$ cat src/rtl/fifo_ctrl.sv
// fifo_ctrl: pointer / occupancy controller for a storage-backed FIFO.
// The storage block owns the write pointer, read pointer and item count and
// feeds them back here; this block decides which requests are accepted,
// computes the values storage should load on the next edge, and keeps sticky
// error flags plus a high-water mark of occupancy.
module fifo_ctrl #(
  parameter int ADDR_BW   = 1,
  parameter int AFULL_LVL = 2**ADDR_BW - 1
) (
  input  logic               clk,
  input  logic               rst,
  input  logic               push_req,
  input  logic               pop_req,
  input  logic               flush,
  input  logic               err_clr,
  input  logic [ADDR_BW-1:0] wr_ptr,
  input  logic [ADDR_BW-1:0] rd_ptr,
  input  logic [ADDR_BW:0]   num_item,
  output logic               reg_push,
  output logic [ADDR_BW-1:0] next_wrptr,
  output logic [ADDR_BW-1:0] next_rdptr,
  output logic [ADDR_BW:0]   next_numitem,
  output logic               push_ack,
  output logic               pop_ack,
  output logic               full,
  output logic               empty,
  output logic               almost_full,
  output logic               ovf_err,
  output logic               udf_err,
  output logic               ptr_err,
  output logic [ADDR_BW:0]   peak_numitem
);

  localparam int               DEPTH     = 2**ADDR_BW;
  localparam logic [ADDR_BW:0] DEPTH_CNT = DEPTH[ADDR_BW:0];

  logic               ovf_set;
  logic               udf_set;
  logic               ptr_set;
  logic [ADDR_BW-1:0] ptr_diff;

  // Status flags are purely a function of the fed-back occupancy.
  assign full        = (num_item == DEPTH_CNT);
  assign empty       = (num_item == '0);
  assign almost_full = (int'(num_item) >= AFULL_LVL);

  // Request acceptance and next pointer/occupancy; reset and flush force all
  // of it to zero, and a pop frees the slot a same-cycle push needs when full.
  always_comb begin
    // NOTE: every output of a combinational block gets a default first, so no
    // path through the if-tree can leave it unassigned and infer a latch.
    pop_ack      = 1'b0;
    push_ack     = 1'b0;
    reg_push     = 1'b0;
    next_wrptr   = '0;
    next_rdptr   = '0;
    next_numitem = '0;
    if (rst && !flush) begin
      pop_ack      = pop_req && !empty;
      push_ack     = push_req && (!full || pop_ack);
      reg_push     = push_ack;
      // Pointer adds are ADDR_BW wide, so wrap to 0 past the last slot is free.
      next_wrptr   = wr_ptr + ADDR_BW'(push_ack);
      next_rdptr   = rd_ptr + ADDR_BW'(pop_ack);
      next_numitem = num_item + (ADDR_BW+1)'(push_ack) - (ADDR_BW+1)'(pop_ack);
    end
  end

  // Error conditions for this cycle; a flush drops requests silently.
  assign ovf_set  = push_req && !push_ack && !flush;
  assign udf_set  = pop_req && !pop_ack && !flush;
  assign ptr_diff = wr_ptr - rd_ptr;
  assign ptr_set  = (ptr_diff != num_item[ADDR_BW-1:0]);

  // Sticky error flags and occupancy high-water mark; a new error in the
  // same cycle as err_clr keeps its flag set.
  always_ff @(posedge clk) begin
    // NOTE: sequential state uses non-blocking assignments so every flop
    // samples the pre-edge values regardless of statement order.
    if (!rst) begin
      ovf_err      <= 1'b0;
      udf_err      <= 1'b0;
      ptr_err      <= 1'b0;
      peak_numitem <= '0;
    end else begin
      ovf_err <= ovf_set || (ovf_err && !err_clr);
      udf_err <= udf_set || (udf_err && !err_clr);
      ptr_err <= ptr_set || (ptr_err && !err_clr);
      if (num_item > peak_numitem) begin
        peak_numitem <= num_item;
      end
    end
  end

endmodule

$ cat config.mk
export PLATFORM = sky130hd
export DESIGN_NAME = fifo_ctrl
export DESIGN_NICKNAME = d
export VERILOG_FILES = /design/src/rtl/fifo_ctrl.sv
export SDC_FILE = /design/constraint.sdc
export NUM_CORES = 1
export LEC_CHECK = 0
export ABC_AREA = 1
export CORE_ASPECT_RATIO = 1.1
export CORE_MARGIN = 10
export CORE_UTILIZATION = 30
export CTS_CLUSTER_SIZE = 24
export DETAILED_ROUTE_END_ITERATION = 8
export PLACE_DENSITY = 0.67
export SYNTH_ARGS = -nofsm -noshare
export SYNTH_HDL_FRONTEND = slang
export SYNTH_SLANG_ARGS = --single-unit
$ cat constraint.sdc
create_clock -name clk -period 1.35 [get_ports clk]
set_input_delay 0.27 -clock clk [delete_from_list [all_inputs] [get_ports clk]]
set_output_delay 0.27 -clock clk [all_outputs]
set_load 0.02 [all_outputs]
Yosys cells after proc, flatten, opt, wreduce, memory -nomap -nowiden
Cells that the tools add are included.
W data, S select, Z words.
- order comparisons: 2
- eq/ne operators: 2
- mux-type cells: 5
- reductions and logical operators: 21
- add/sub/neg operators: 5
- operators with widths (kind ; count):
    $logic_and A1 B1 Y1 ; 10
    $logic_not A1 Y1 ; 6
    $logic_or A1 B1 Y1 ; 4
    $mux W1 ; 4
    $add A1 B1 Y1 ; 2
    $add A2 B1 Y2 ; 1
    $eq A2 B2 Y1 const B ; 1
    $ge A2 B1 Y1 const B ; 1
    $gt A2 B2 Y1 ; 1
    $logic_not A2 Y1 ; 1
    $mux W2 ; 1
    $sub A2 B1 Y2 ; 1
    $ne A1 B1 Y1 ; 1
    $sub A1 B1 Y1 ; 1
- flip-flop bits (word level): 5
- output and inout port bits: 15

Depth between registers and ports, before layout
- depth in word-level cells: 10
- gate-level depth with buffers: 11

Least setup slack after synthesis
No wires, ideal clock.
- kind: input to output
- start point: input port num_item[0]
- end point: output port next_numitem[1]
- stages: 9
- path slack: -236 ps
- arrival: 1316 ps
- data required time: 1080 ps
- buffers on the path: 0
- cells stage by stage: inv_2 -> nand2_4 -> nand2_2 -> nand2_1 -> nand2_1 -> ha_1 -> xor2_1 -> nand2_1 -> a21oi_2
- cells in the longest elaborated chain, start to end: 8
- elaborated cells between the ends (all ways): 10
- classes of those cells: add/sub (2); eq/ne (1); mux (1); reduce/logical (6)
- RTL lines (element ; line ; RTL):
    from (decl) ; 18 ; input logic [ADDR_BW:0] num_item,
    $logic_not A2 Y1 ; 44 ; assign empty = (num_item == '0);
    $logic_not A1 Y1 ; 59 ; pop_ack = pop_req && !empty;
    $logic_and A1 B1 Y1 ; 59 ;
    $logic_or A1 B1 Y1 ; 60 ; push_ack = push_req && (!full || pop_ack);
    $logic_and A1 B1 Y1 ; 60 ;
    $add A2 B1 Y2 ; 65 ; next_numitem = num_item + (ADDR_BW+1)'(push_ack) - (ADDR_BW+1)'(pop_ack);
    $sub A2 B1 Y2 (*) ; 65 ;
    $mux W2 (*) ; 58 ; if (rst && !flush) begin
    to (decl) ; 22 ; output logic [ADDR_BW:0] next_numitem,
Every way passes the cells marked *; elsewhere a longest branch is shown, timed or not.

Final worst setup path
Same ends and word-level chain as after synthesis.

==> impl_metrics.json <==
{
  "nets": 140,
  "rsz0062_at_grt": "true",
  "outcome": "finished with violations",
  "power_frac_seq": 0.236,
  "yosys-top-cells-count": "18 x nand2_1, 13 x inv_1, 9 x nor2_1",
  "use_met3": 0.0432,
  "hold_class": "in -> reg",
  "dr.pass1.iters": 4,
  "drv_slew": 0,
  "dp_slack_ns": -1.36,
  "yosys-top-cells-area": "dfxtp_1 22%, nand2_1 15%, inv_1 11%",
  "whs_endpoint": "ptr_err$_SDFF_PN0_",
  "clock_latency_ns": 0.24,
  "ys_ff_latch": 5,
  "power_density_nw_per_um2": 753,
  "r2r_slack_ns": 0.15,
  "finalSetupTns_ns": -0.835,
  "grt-busiest-layer": "met2",
  "fp.dieH_um": 61.0,
  "path_buf_inv": 5,
  "period_needed_ns": 1.74,
  "switchingPower_uw": 307,
  "drc": 0,
  "syn_nets": 88,
  "grt_pass1_wl_mm": 2.73,
  "tightest_slew_ns": 0.228,
  "worstHoldStart": "rst",
  "start_kind": "input port",
  "fmax_mhz": 576,
  "vias_per_cell": 4.37,
  "worst_ep_required_time_ns": 1.08,
  "first_iter_violations": 8,
  "antenna_found_initial": 0,
  "grt_pass1_vias": 659,
  "worstHoldPathCells": 4,
  "cts_num_sinks": 5,
  "arrival_ns": 1.47,
  "htree_num_levels": 1,
  "worstPathCellList": "buf_12 > inv_16 > nand3_4 > nand2_4 > inv_4 > nand2_2 > nand2_2 > ha_4 > xor2_4 > inv_2 > nand2_2 > a21oi_4 > buf_6",
  "place_area_um2": 902,
  "irDropWorstVdd_v": 0.000762,
  "io_buffers": 24,
  "synth_edf_count": 0,
  "grt-ovfl-total": 0,
  "synth_area_leader_cell": "dfxtp_1",
  "synth.most_common_cell": "nand2_1",
  "mappedNetlistArea_um2": 459,
  "area_growth_pct": 133,
  "met1_usage": 0.0893,
  "swShare": 0.380,
  "die_area_um2": 3500,
  "slowest_stage": "ha_4",
  "yosys_warnings": 0,
  "endpoint_kind": "output pin",
  "max-slew-margin-rel": 0.848,
  "cts_tree": "built",
  "hold_viol_final": 0,
  "async_flop_share": 0,
  "dpl.hpwl_mm": 1.24,
  "synth_ff_type": "dfxtp_1",
  "gp_routability_congestion": 0.735,
  "ios": 25,
  "critPathMaxStageDelay_ns": 0.18,
  "rows": 14,
  "yosysTopAreaCellShare": 0.218,
  "die_w_um": 57.3,
  "path_max_fanout": 3,
  "crit_path_frequent_cell": "nand2_2",
  "fin_crit_sh": 1.29,
  "synth.distinct_cells": 19,
  "via_count": 620,
  "cap_violations": 0,
  "grt_max_degree": 5,
  "p_int_uw": 500,
  "wirelength_mm": 1.64,
  "design_area_um2": 1070,
  "r2r-end": "peak_numitem[1]$_SDFFE_PN0N_",
  "cts_buffers": 3,
  "pwr-share-comb": 0.560,
  "drive_gt1_frac": 0.548,
  "avgSynthCellArea_um2": 6.12,
  "worstReg2RegStart": "peak_numitem[1]$_SDFFE_PN0N_",
  "finalPower_uw": 807,
  "grtUsageTotal": 0.0974,
  "violations": "setup timing",
  "synthCells": 75,
  "crit_type": "in -> out",
  "setup_viol": 4,
  "ff2ff_path_depth": 7,
  "root_buffer": "clkbuf_4",
  "worst_path_dominant_cell_family": "buffers and inverters",
  "clockPowerShare": 0.204,
  "core_um2": 1400,
  "n_fill_cell": 100,
  "total_leakage_power_uw": 0.000556,
  "antennaDiodeCount": 0,
  "setup_ws_ns": -0.386,
  "clk_transition_reported_paths_ns": 0.04,
  "initial_core_util": 0.328,
  "grt_util_met2": 0.175,
  "antenna_left": 0,
  "clk_path_buf_depth": 2,
  "skew_ns": 0.0000489,
  "synth_seq_area_share": 0.218,
  "wl_per_cell_um": 11.6
}
[layer usage]
metal / part of all wire / wire length (um) / up-vias
met5: 0 / 0 / -
met4: 0.015 / 25 / 0
met3: 0.098 / 161 / 2
met2: 0.53 / 873 / 19
met1: 0.35 / 582 / 268
li1: - / - / 331
[sequential cells by signal, summed over array words and instances (netlist names)]
name and flops:
peak_numitem 2, ovf_err 1, ptr_err 1, udf_err 1
[what timing repair did]
item	4_1_cts	5_1_grt
hold buffers	0	0
setup buffers	8	3
endpoints found under the hold margin	0	0
resized for setup	80	27
setup endpoints to repair	17	8
pin swaps	10	8
[worst max path at each step]
| stage | start | end | slack, ns | depth (start not counted) |
|---|---|---|---|---|
| detailed placement | num_item[1] | next_numitem[1] | -1.36 | 12 |
| floorplan | num_item[0] | next_numitem[1] | -0.14 | 11 |
| global route | num_item[0] | next_numitem[1] | -0.46 | 13 |
| finish | num_item[0] | next_numitem[1] | -0.39 | 13 |
| global placement | num_item[1] | next_numitem[1] | -1.33 | 12 |
| CTS | num_item[0] | next_numitem[1] | -0.42 | 13 |
[kinds of logic after synthesis]
logic type,synth area share
simple gates,0.387
compound gates,0.131
xor+xnor,0.0191
flops,0.218
buf+inv,0.163
fa+ha+maj,0.0818
[worst register-to-register path, stage by stage, from the launching register on]
cell and delay [ns]:
dfxtp_1 0.34, inv_1 0.05, ha_1 0.28, inv_1 0.05, o21bai_2 0.17, nand3_1 0.10
nand2_1 0.07, nor2_1 0.04
[layout by cell type (no fill, tap or decap), drive strengths merged, types with 5 or more instances in the layout]
master	n
clkbuf	6
inv	17
dfxtp	5
nand2	20
dlygate4sd2	7
nand3	7
buf	34
a21oi	6
nor2	10
[area by class of cell]
| type | count | area [um^2] | share of cell area |
|---|---|---|---|
| clock buffer | 4 | 26.3 | 0.0245 |
| inverter | 18 | 98.8 | 0.0923 |
| multi-input combinational | 51 | 392 | 0.366 |
| sequential | 5 | 100 | 0.0935 |
| tap | 16 | 20.0 | 0.0187 |
| timing repair buffer | 48 | 434 | 0.405 |
[power groups by stage]
stage	Combinational, uW	Clock [uW]	Sequential, uW
floorplan	194	0	223
global placement	401	0	193
detailed placement	410	0	194
CTS	429	176	190
global route	499	176	192
finish	452	165	190
[stage by stage]
step | utilization | std cells | hold slack, ns
2_1_floorplan | - | 75 | 0.368
3_3_place_gp | 0.644 | 130 | 0.452
3_5_place_dp | 0.644 | 130 | 0.461
4_1_cts | 0.722 | 142 | 0.436
5_1_grt | 0.764 | 142 | 0.417
6_report | 0.764 | 142 | 0.382
Note: power is estimated with default switching activity, not from simulation.
